`src/rtl/seqgen_if.sv`:
```
// seqgen_if: control inputs and serial-line outputs of the seqgen pattern generator.
interface seqgen_if #(
  parameter int PAT_W = 4,
  parameter int CNT_W = 4
);
  logic             start;
  logic             abort;
  logic [PAT_W-1:0] pat;
  logic [CNT_W-1:0] reps;
  logic [CNT_W-1:0] gap;
  logic             prtx;
  logic             busy;
  logic             frame;
  logic             done;
  modport master(output start, abort, pat, reps, gap, input prtx, busy, frame, done);
  modport slave(input start, abort, pat, reps, gap, output prtx, busy, frame, done);
endinterface

```
`src/rtl/seqgen.sv`:
```
// seqgen: serial pattern generator, shifts a latched pattern out MSB-first with repeats and idle gaps.
module seqgen #(
  parameter int   PAT_W    = 4,
  parameter int   CNT_W    = 4,
  parameter logic IDLE_LVL = 1'b0
) (
  input logic     clk,
  input logic     rst,
  seqgen_if.slave sg
);
  localparam int IW = $clog2(PAT_W);
  localparam logic [IW-1:0] TOP = IW'(PAT_W - 1);
  typedef enum logic [1:0] {IDLE, SEND, GAP, DONE} state_t;
  state_t           st, ns;
  logic [PAT_W-1:0] lp, lp_n;
  logic [CNT_W-1:0] rc, rc_n, lg, lg_n, gc, gc_n;
  logic [IW-1:0]    idx, idx_n;
  logic             prtx_q, busy_q, frame_q, done_q;
  always_comb begin
    ns    = st;
    lp_n  = lp;
    rc_n  = rc;
    lg_n  = lg;
    gc_n  = gc;
    idx_n = idx;
    case (st)
      IDLE: if (sg.start && !sg.abort) begin
        lp_n  = sg.pat;
        rc_n  = sg.reps;
        lg_n  = sg.gap;
        idx_n = TOP;
        ns    = (sg.reps == '0) ? DONE : SEND;
      end
      SEND: if (idx != '0) idx_n = idx - 1'b1;
      else begin
        rc_n  = (rc != '0) ? rc - 1'b1 : rc;
        idx_n = TOP;
        gc_n  = lg;
        ns    = (rc_n == '0) ? DONE : (lg != '0) ? GAP : SEND;
      end
      GAP: begin
        gc_n  = (gc != '0) ? gc - 1'b1 : gc;
        idx_n = TOP;
        ns    = (gc_n == '0) ? SEND : GAP;
      end
      DONE: ns = IDLE;
    endcase
    if (sg.abort) ns = IDLE;
  end
  // Outputs are decoded from the next state so they line up with the state being entered.
  always_ff @(posedge clk or negedge rst) begin
    if (!rst) begin
      st      <= IDLE;
      lp      <= '0;
      rc      <= '0;
      lg      <= '0;
      gc      <= '0;
      idx     <= '0;
      prtx_q  <= IDLE_LVL;
      busy_q  <= 1'b0;
      frame_q <= 1'b0;
      done_q  <= 1'b0;
    end else begin
      st      <= ns;
      lp      <= lp_n;
      rc      <= rc_n;
      lg      <= lg_n;
      gc      <= gc_n;
      idx     <= idx_n;
      prtx_q  <= (ns == SEND) ? lp_n[idx_n] : IDLE_LVL;
      busy_q  <= (ns == SEND) || (ns == GAP);
      frame_q <= (ns == SEND);
      done_q  <= (ns == DONE);
    end
  end
  assign sg.prtx  = prtx_q;
  assign sg.busy  = busy_q;
  assign sg.frame = frame_q;
  assign sg.done  = done_q;
endmodule

```
`src/flat_wrapper.sv`:
```
// flat-port wrapper written by rule: the top's interface ports become plain ports
module seqgen_flat 
#(
  parameter int   PAT_W    = 4,
  parameter int   CNT_W    = 4,
  parameter logic IDLE_LVL = 1'b0
)
  (clk, rst, sg_start, sg_abort, sg_pat, sg_reps, sg_gap, sg_prtx, sg_busy, sg_frame, sg_done);
  seqgen_if #(.PAT_W(PAT_W), .CNT_W(CNT_W)) sg_i ();
  input logic clk;
  input logic rst;
  input wire logic [$bits(sg_i.start)-1:0] sg_start;
  input wire logic [$bits(sg_i.abort)-1:0] sg_abort;
  input wire logic [$bits(sg_i.pat)-1:0] sg_pat;
  input wire logic [$bits(sg_i.reps)-1:0] sg_reps;
  input wire logic [$bits(sg_i.gap)-1:0] sg_gap;
  output wire logic [$bits(sg_i.prtx)-1:0] sg_prtx;
  output wire logic [$bits(sg_i.busy)-1:0] sg_busy;
  output wire logic [$bits(sg_i.frame)-1:0] sg_frame;
  output wire logic [$bits(sg_i.done)-1:0] sg_done;
  assign sg_i.start = sg_start;
  assign sg_i.abort = sg_abort;
  assign sg_i.pat = sg_pat;
  assign sg_i.reps = sg_reps;
  assign sg_i.gap = sg_gap;
  assign sg_prtx = sg_i.prtx;
  assign sg_busy = sg_i.busy;
  assign sg_frame = sg_i.frame;
  assign sg_done = sg_i.done;
  seqgen #(.PAT_W(PAT_W), .CNT_W(CNT_W), .IDLE_LVL(IDLE_LVL)) u_core (.clk(clk), .rst(rst), .sg(sg_i));
endmodule
```
`config.mk`:
```
export PLATFORM = sky130hd
export DESIGN_NAME = seqgen_flat
export DESIGN_NICKNAME = d
export VERILOG_FILES = /design/src/rtl/seqgen_if.sv /design/src/rtl/seqgen.sv /design/src/flat_wrapper.sv
export SDC_FILE = /design/constraint.sdc
export NUM_CORES = 1
export LEC_CHECK = 0
export CAP_MARGIN = 5
export CORE_ASPECT_RATIO = 1.4
export CORE_MARGIN = 2
export CORE_UTILIZATION = 53
export CTS_BUF_LIST = sky130_fd_sc_hd__clkbuf_4 sky130_fd_sc_hd__clkbuf_8 sky130_fd_sc_hd__clkbuf_16
export DETAILED_ROUTE_END_ITERATION = 8
export PLACE_DENSITY_LB_ADDON = 0.08
export SYNTH_ARGS = -nofsm -noshare
export SYNTH_HDL_FRONTEND = slang
export SYNTH_SLANG_ARGS = --single-unit
```
`constraint.sdc`:
```
create_clock -name clk -period 3.1 [get_ports clk]
set_input_delay 0.62 -clock clk [delete_from_list [all_inputs] [get_ports clk]]
set_output_delay 0.62 -clock clk [all_outputs]
set_load 0.005 [all_outputs]
```
After elaboration in Yosys (flattened, before gate mapping)
Cells that the tools add are included.
{"block": "totals", "out_inout_bits": 4, "input_bits": 16, "reg_bits": 24}
{"block": "op_classes", "n_mux": 23, "n_reduce_logical": 16, "eq_ne": 8, "n_addsub": 3, "magnitude_cmp": 1}
{"op": "$mux 4", "n": 7}
{"op": "$mux 2", "n": 9}
{"op": "$pmux 4 s2", "n": 2}
{"op": "$logic_not 4->1", "n": 3}
{"op": "$reduce_bool 4->1", "n": 3}
{"op": "$eq 2x2->1 const B", "n": 4}
{"op": "$pmux 2 s4", "n": 1}
{"op": "$sub 4x1->4 const B", "n": 2}
{"op": "$pmux 2 s3", "n": 1}
{"op": "$reduce_bool 2->1", "n": 3}
{"op": "$eq 2x1->1 const B", "n": 2}
{"op": "$reduce_and 2->1", "n": 2}
{"op": "$lt 2x3->1 const B", "n": 1}
{"op": "$reduce_and 3->1", "n": 1}
{"op": "$bmux 1 s2", "n": 1}
{"op": "$logic_not 2->1", "n": 1}
{"op": "$mux 1", "n": 2}
{"op": "$ne 2x1->1 const B", "n": 1}
{"op": "$ne 2x2->1 const B", "n": 1}
{"op": "$sub 2x1->2 const B", "n": 1}
{"op": "$logic_and 1x1->1", "n": 1}
{"op": "$logic_not 1->1", "n": 1}
{"op": "$logic_or 1x1->1", "n": 1}

Longest topological paths before layout
Gate-level depths: netlist (run 1).
{"block": "logic_depth", "depth_word": 9, "mapped_depth": 10, "ltp_nobuf": 10}

Worst setup path after synthesis (run 1)
Ideal clock, no wire load.
{"block": "synth_path", "path_kind": "register to register", "from": "register u_core.gc[0]", "to": "register u_core.prtx_q, in the netlist u_core.sg.prtx", "arrival_ns": 2.042, "slack_ns": 0.964, "path_stages_with_launch": 11, "required_ns": 3.006, "path_cell_list": "dfrtp_1 > inv_1 > ha_1 > nor4b_1 > a31oi_1 > or2_1 > o22a_1 > nor3_1 > ha_1 > o21ai_0 > a221oi_2"}
{"block": "synth_between", "elab_chain_len": 8, "elab_cells_between_ends": 9, "cone_classes": "add/sub (1); eq/ne (1); mux (5); reduce/logical (2)"}
{"item": "start: declaration", "line_no": "seqgen.sv:16", "text": "logic [CNT_W-1:0] rc, rc_n, lg, lg_n, gc, gc_n;"}
{"item": "start signal: assignment", "line_no": "seqgen.sv:68", "text": "gc <= gc_n;"}
{"item": "$sub 4x1->4 / $reduce_bool 4->1 (equally long branches)", "line_no": "seqgen.sv:42", "text": "gc_n = (gc != '0) ? gc - 1'b1 : gc;"}
{"item": "$mux 4 *", "line_no": "seqgen.sv:42"}
{"item": "$logic_not 4->1 *", "line_no": "seqgen.sv:44", "text": "ns = (gc_n == '0) ? SEND : GAP;"}
{"item": "$mux 2 *", "line_no": "seqgen.sv:44"}
{"item": "$pmux 2 s4 *", "line_no": "seqgen.sv:26", "text": "case (st)"}
{"item": "$mux 2 *", "line_no": "seqgen.sv:48", "text": "if (sg.abort) ns = IDLE;"}
{"item": "named net u_core.ns[0]", "line_no": "seqgen.sv:14", "text": "state_t st, ns;"}
{"item": "$eq 2x1->1 *", "line_no": "seqgen.sv:70", "text": "prtx_q <= (ns == SEND) ? lp_n[idx_n] : IDLE_LVL;"}
{"item": "$mux 1 *", "line_no": "seqgen.sv:70"}
{"item": "end signal: assignment", "line_no": "seqgen.sv:70"}
{"item": "end: declaration", "line_no": "seqgen.sv:18", "text": "logic prtx_q, busy_q, frame_q, done_q;"}
Mark *: on every way through the listed nets, which the timed path passes. The rest lies on a longest branch.
A chain may end at the register's enable or synchronous reset.

Worst setup path after layout (run 1)
Ends and elaborated chain as after synthesis.

==> metrics.txt, run 1 <==
RD Place Congestion 0.883; total CTS buffers 3; Post-synth EDFFs 0; diode count 0; Buffers on Ports 19; leading cell types in the layout, fill and taps excluded 32 x nand2_1, 24 x dfrtp_1, 19 x clkdlybuf4s50_1, 13 x nor2_1; Hold WC Path Type reg -> reg; CP endpoint kind flop; final instance area 0.00158 mm^2; count of cell types in the netlist 40; Final ANT Viol Nets 0; GRT Total Usage 0.216; Final Slew Violations 0; post-route insts no fill 203; CP max FO 6; area grow syn2layout 17.0%; Die X 46.6 um; die area 0.00297 mm^2; remaining global-route overflow 0; Hold Violations, Final 0; crit-path cells inv_1, ha_1, nor4b_1, a31oi_1, or2_1, o22a_1, nor3_1, ha_1, o21ai_0, a221oi_2; DR DRC count 0; fill count 198; worst hold start u_core.lp[1]; Ports 20; worst-case clock buffer depth 2; Avg Inst Size Synth 8.98 um^2; slowest cell on the critical path dfrtp_1; die height 63.6 um; crit path DAT 2650 ps; crit start category flop; critical path launch point u_core.gc[0]; post-DP HPWL 2.08 mm; Cell Rows 21; dpl cell area 0.00155 mm^2; # clock sinks 24; final setup fails 0; clk slew on worst S/H paths 120 ps; routed len/inst 13.3 um; syn nets 171; Skew-Pair Late Insertion Delay 310 ps; CP bufs+invs 1; setup bufs post-CTS 0; total power 0.00111 W; FFs w/ async S/R, synth 1.00; Synth warnings 0; Reg-to-Reg Start u_core.gc[0]; CP delay by family, top simple AND/OR/NAND/NOR gates; min cycle time layout 2420 ps; layout cells sized above 1 0.0947; Worst Tran Pin Value 441 ps; Seq pwr share 0.462; Starting Density 0.563; sequential share of the synthesized area 0.446; WP data required 3330 ps; CTS resizes 0; Routed WL 2.70 mm; total leakage power 0.705 nW; Final Cycle Share 0.779; Top FF cell, synth dfrtp_1; vias in the first global route 1134; CTS H-tree depth 1; internal power 0.000684 W; most used cell, CP ha_1; Psw 0.000428 W; power share of the combinational group 0.419; switch share 0.385; CTS tree done; RSZ-0062 raised after global routing false; # hold bufs at CTS 0; Vias 1127; post-synthesis cell count 150; Seq cells post-synth 24; initial antenna violation count 0; VDD IR max 0.376 mV; global-route wire length before repair 4.74 mm; Cell Area, Synth 0.00135 mm^2; kind of critical path reg -> reg; Pwr Density 706 mW/mm^2; outcome finished, final reports clean; commonest non-fill, non-tap cell in the layout nand2_1; setup total negative slack 0 ps; Layout Skew 1.54 ps; Max Fclk 414 MHz; 1st-iter DRT viols 20; largest net degree at the start of global routing 25; drt pass-1 iters 4; nets@finish 192; # Max-Cap Violations 0; dpl cells 200; relative slew slack 0.703; clk root buf clkbuf_4; Via density 5.55; clock share of power 0.119; Core Area 0.00239 mm^2; crit-path max cell delay 460 ps; Finished Core Util 0.659
==> area by class of cell <==
cell class                 instances  area (um^2)  area share
multi-input combinational        113          678       0.431
sequential                        24          601       0.381
timing repair buffer              20          198       0.125
tap                               34         42.5      0.0270
inverter                           9         33.8      0.0214
clock buffer                       3         22.5      0.0143
==> per-stage QoR <==
stage                     worst slack (ps)  hold slack, ps
after floorplan                        964             324
after global placement                 709             463
after detailed placement               673             471
after CTS                              670             500
after global routing                   444             527
final                                  684             500
==> cell families after synthesis <==
group	after synthesis	share of synthesized area
mux	2	0.0149
flops	24	0.446
compound gates	29	0.156
xor+xnor	2	0.0130
buf+inv	13	0.0502
simple gates	75	0.273
fa+ha+maj	5	0.0465
==> power groups by stage <==
stage / logic (W) / clock network, W / registers (W)
6_report: 0.000466 / 0.000132 / 0.000513
5_1_grt: 0.000534 / 0.000155 / 0.000526
4_1_cts: 0.000471 / 0.000140 / 0.000509
3_5_place_dp: 0.000469 / 0 / 0.000515
3_3_place_gp: 0.000450 / 0 / 0.000510
2_1_floorplan: 0.000370 / 0 / 0.000484
==> worst paths after layout <==
| check | end | slack (ps) | cells past startpoint |
|---|---|---|---|
| max | u_core.sg.prtx | 680 | 10 |
| min | u_core.lp[1] | 500 | 2 |
| max reg2reg | u_core.sg.prtx | 680 | 10 |
| min reg2reg | u_core.lp[1] | 500 | 2 |
| max in group asynchronous | u_core.rc[2] | 2210 | 2 |
| min in group asynchronous | u_core.lg[0] | 660 | 2 |
==> worst reg2reg max path: stages (launching register included) <==
cell      delay (ps)
dfrtp_1          460
inv_1             80
ha_1             230
nor4b_1          260
a31oi_1           70
or2_1            240
o22a_1           210
nor3_1           300
ha_1             230
o21ai_0          100
a221oi_2         170
==> synth_stat cells, types with 2 or more instances <==
master	n	area, um^2
nand2_1	32	120
dfrtp_1	24	601
nor2_1	13	48.8
inv_1	9	33.8
o21ai_0	9	45.0
nor3_1	8	40.0
a21oi_1	6	30.0
ha_1	5	62.6
nor2b_1	3	18.8
a22oi_1	2	15.0
buf_6	2	22.5
mux2i_1	2	20.0
nand2b_1	2	12.5
nand3_1	2	10.0
nor2b_2	2	17.5
nor4_1	2	12.5
o221a_2	2	22.5
o22ai_1	2	12.5
xnor2_1	2	17.5
==> layer usage <==
metal | global-route usage | wire length [um]
met4 | 0.0714 | 46
met3 | 0.0344 | 83
met5 | 0 | 0
met2 | 0.359 | 1400
met1 | 0.274 | 1180
==> flip-flops by register name (all words and copies together), names as in the netlist <==
| name | count |
|---|---|
| u_core.lp | 4 |
| u_core.lg | 4 |
| u_core.sg.busy | 1 |
| u_core.sg.prtx | 1 |
| u_core.gc | 4 |
| u_core.st | 2 |
| u_core.idx | 2 |
| u_core.rc | 4 |
| u_core.sg.done | 1 |
| u_core.sg.frame | 1 |
(Power assumes the default switching activity.)
==> run 2, diff against run 1 <==
Settings changed: CORE_UTILIZATION 53 to 48.
Clock period 3.1 ns to 2 ns, I/O delays scaled along.
==> run 2 against run 1 <==
  * The flow now finishes with violations (negative setup slack)
  * First-iteration DRC count rose by 60%
  * Critical path type unchanged
  * Total power rose by 84%
  * Final area rose by 11%
==> metrics.txt, run 2 (synthesized netlist as in run 1, its figures left out) <==
outcome finished, violations left; failing checks negative setup slack; Final Slew Violations 0 (unchanged); remaining global-route overflow 0 (unchanged); Final Cycle Share 1.01 (+0.233); CP endpoint kind flop; post-route setup slack -25.3 ps (-710 ps); routed len/inst 13.8 um (+3.9%); Hold Violations, Final 0 (unchanged); RD Place Congestion 0.863 (-2.2%); Starting Density 0.509 (-0.0536); fill count 249 (+26%); total CTS buffers 3 (unchanged); Layout Skew 7.12 ps (+5.58 ps); min cycle time layout 2030 ps (-390 ps); GRT Total Usage 0.220 (+0.00387); Cell Rows 22 (+4.8%); dpl cell area 0.00169 mm^2 (+8.6%); Seq pwr share 0.377 (-0.085); setup bufs post-CTS 0 (unchanged); final instance area 0.00175 mm^2 (+11%); Vias 1154 (+2.4%); vias in the first global route 1220 (+7.6%); 1st-iter DRT viols 32 (+60%); switch share 0.377 (-0.00847); crit start category flop; Die X 48.8 um (+4.6%); nets@finish 206 (+7.3%); # Max-Cap Violations 0 (unchanged); diode count 0 (unchanged); post-place setup slack -99.0 ps (-772 ps); area grow syn2layout 30.2%; Max Fclk 494 MHz (+19%); WP data required 2250 ps (-1080 ps); Hold WC Path Type in -> async; leading cell types in the layout, fill and taps excluded 32 x nand2_1, 24 x dfrtp_1, 19 x clkdlybuf4s50_1, 15 x buf_4, 13 x nor2_1; global-route wire length before repair 5.42 mm (+14%); Buffers on Ports 19 (unchanged); clk root buf clkbuf_4; Routed WL 3.05 mm (+13%); CTS tree done; layout cells sized above 1 0.234 (+0.139); RSZ-0062 raised after global routing true; post-route insts no fill 220 (+8.4%); drt pass-1 iters 4 (unchanged); DR DRC count 0 (unchanged); largest net degree at the start of global routing 25 (unchanged); kind of critical path reg -> reg; CTS H-tree depth 1 (unchanged); final setup fails 1 (+1); Skew-Pair Late Insertion Delay 330 ps (+20 ps); post-DP HPWL 2.39 mm (+15%); CP max FO 5 (-1); initial antenna violation count 0 (unchanged); worst-case clock buffer depth 2 (unchanged); Final ANT Viol Nets 0 (unchanged); Worst Tran Pin Value 385 ps (-55.9 ps); Via density 5.25 (-5.5%); # clock sinks 24 (unchanged); internal power 0.00127 W (+86%); crit path DAT 2280 ps (-370 ps); relative slew slack 0.741 (+0.0376); VDD IR max 0.664 mV (+76%); Core Area 0.00264 mm^2 (+11%); die area 0.00325 mm^2 (+9.6%); clk slew on worst S/H paths 130 ps (about the same); dpl cells 216 (+8.0%); Psw 0.000770 W (+80%); Ports 20 (unchanged); power share of the combinational group 0.494 (+0.075); Reg area 601 um^2 (unchanged); clock share of power 0.129 (+0.010); # hold bufs at CTS 0 (unchanged); Pwr Density 1170 mW/mm^2 (+65%); commonest non-fill, non-tap cell in the layout nand2_1; die height 66.7 um (+4.8%); Finished Core Util 0.663 (+0.00454); total leakage power 0.785 nW (+11%); area of the multi-input gates 734 um^2 (+8.3%)
[run 2: cell types whose count changed in the layout (fill, tap and decap cells not counted), sizes merged]
cell | previous run | this run
buf | 1 | 15
clkbuf | 3 | 4
[run 2: path summary, 6_finish.rpt]
check	startpoint	end	slack [ps]	cells after the start
setup reg to reg	u_core.gc[1]	u_core.sg.prtx	-30	10
max in group asynchronous	rst	u_core.rc[1]	1340	2
hold / removal	rst	u_core.lg[1]	410	2
hold reg to reg	u_core.lp[1]	u_core.lp[1]	500	2
min in group clk	u_core.lp[1]	u_core.lp[1]	500	2
setup / recovery	u_core.gc[1]	u_core.sg.prtx	-30	10
[run 2: layout make-up]
cell class,instances,share of cell area
Clock buffer,4,0.0207
Inverter,9,0.0193
Timing Repair Buffer,34,0.173
Multi-Input combinational cell,113,0.419
Sequential cell,24,0.343
Tap cell,36,0.0257
[run 2: power groups by stage]
stage	logic (W)	clock network [W]	registers [W]
final	0.00101	0.000263	0.000770
after global routing	0.00114	0.000289	0.000793
after CTS	0.00101	0.000272	0.000768
after detailed placement	0.000949	0	0.000774
after global placement	0.000916	0	0.000768
after floorplan	0.000606	0	0.000758
[run 2: repair_timing]
action	4_1_cts	5_1_grt
pin swaps	5	0
resized for setup	5	3
setup endpoints to repair	1	2
[run 2: critical path, cell delays in order, from the launching register on]
cell and delay (ps):
dfrtp_1 410, inv_2 80, ha_4 150, nor4b_4 180
a31oi_1 60, or2_1 240, o22a_1 210, nor3_2 170
ha_2 230, o21ai_2 60, a221oi_2 160
[run 2: per-layer routing]
| layer | share of wire | track usage | vias up |
|---|---|---|---|
| met5 | 0 | 0 | - |
| met4 | 0.026 | 0.114 | 0 |
| met3 | 0.039 | 0.0381 | 7 |
| met2 | 0.54 | 0.409 | 26 |
| met1 | 0.40 | 0.237 | 537 |
| li1 | - | - | 584 |
[run 2: metrics by stage]
stage	TNS (ps)	hold slack, ps	total power, W
after CTS	-42.2	424	0.00205
after global routing	-247	455	0.00222
after detailed placement	-99.0	467	0.00172
final	-25.3	412	0.00204
after global placement	-19.1	459	0.00168
after floorplan	-0.101	104	0.00136
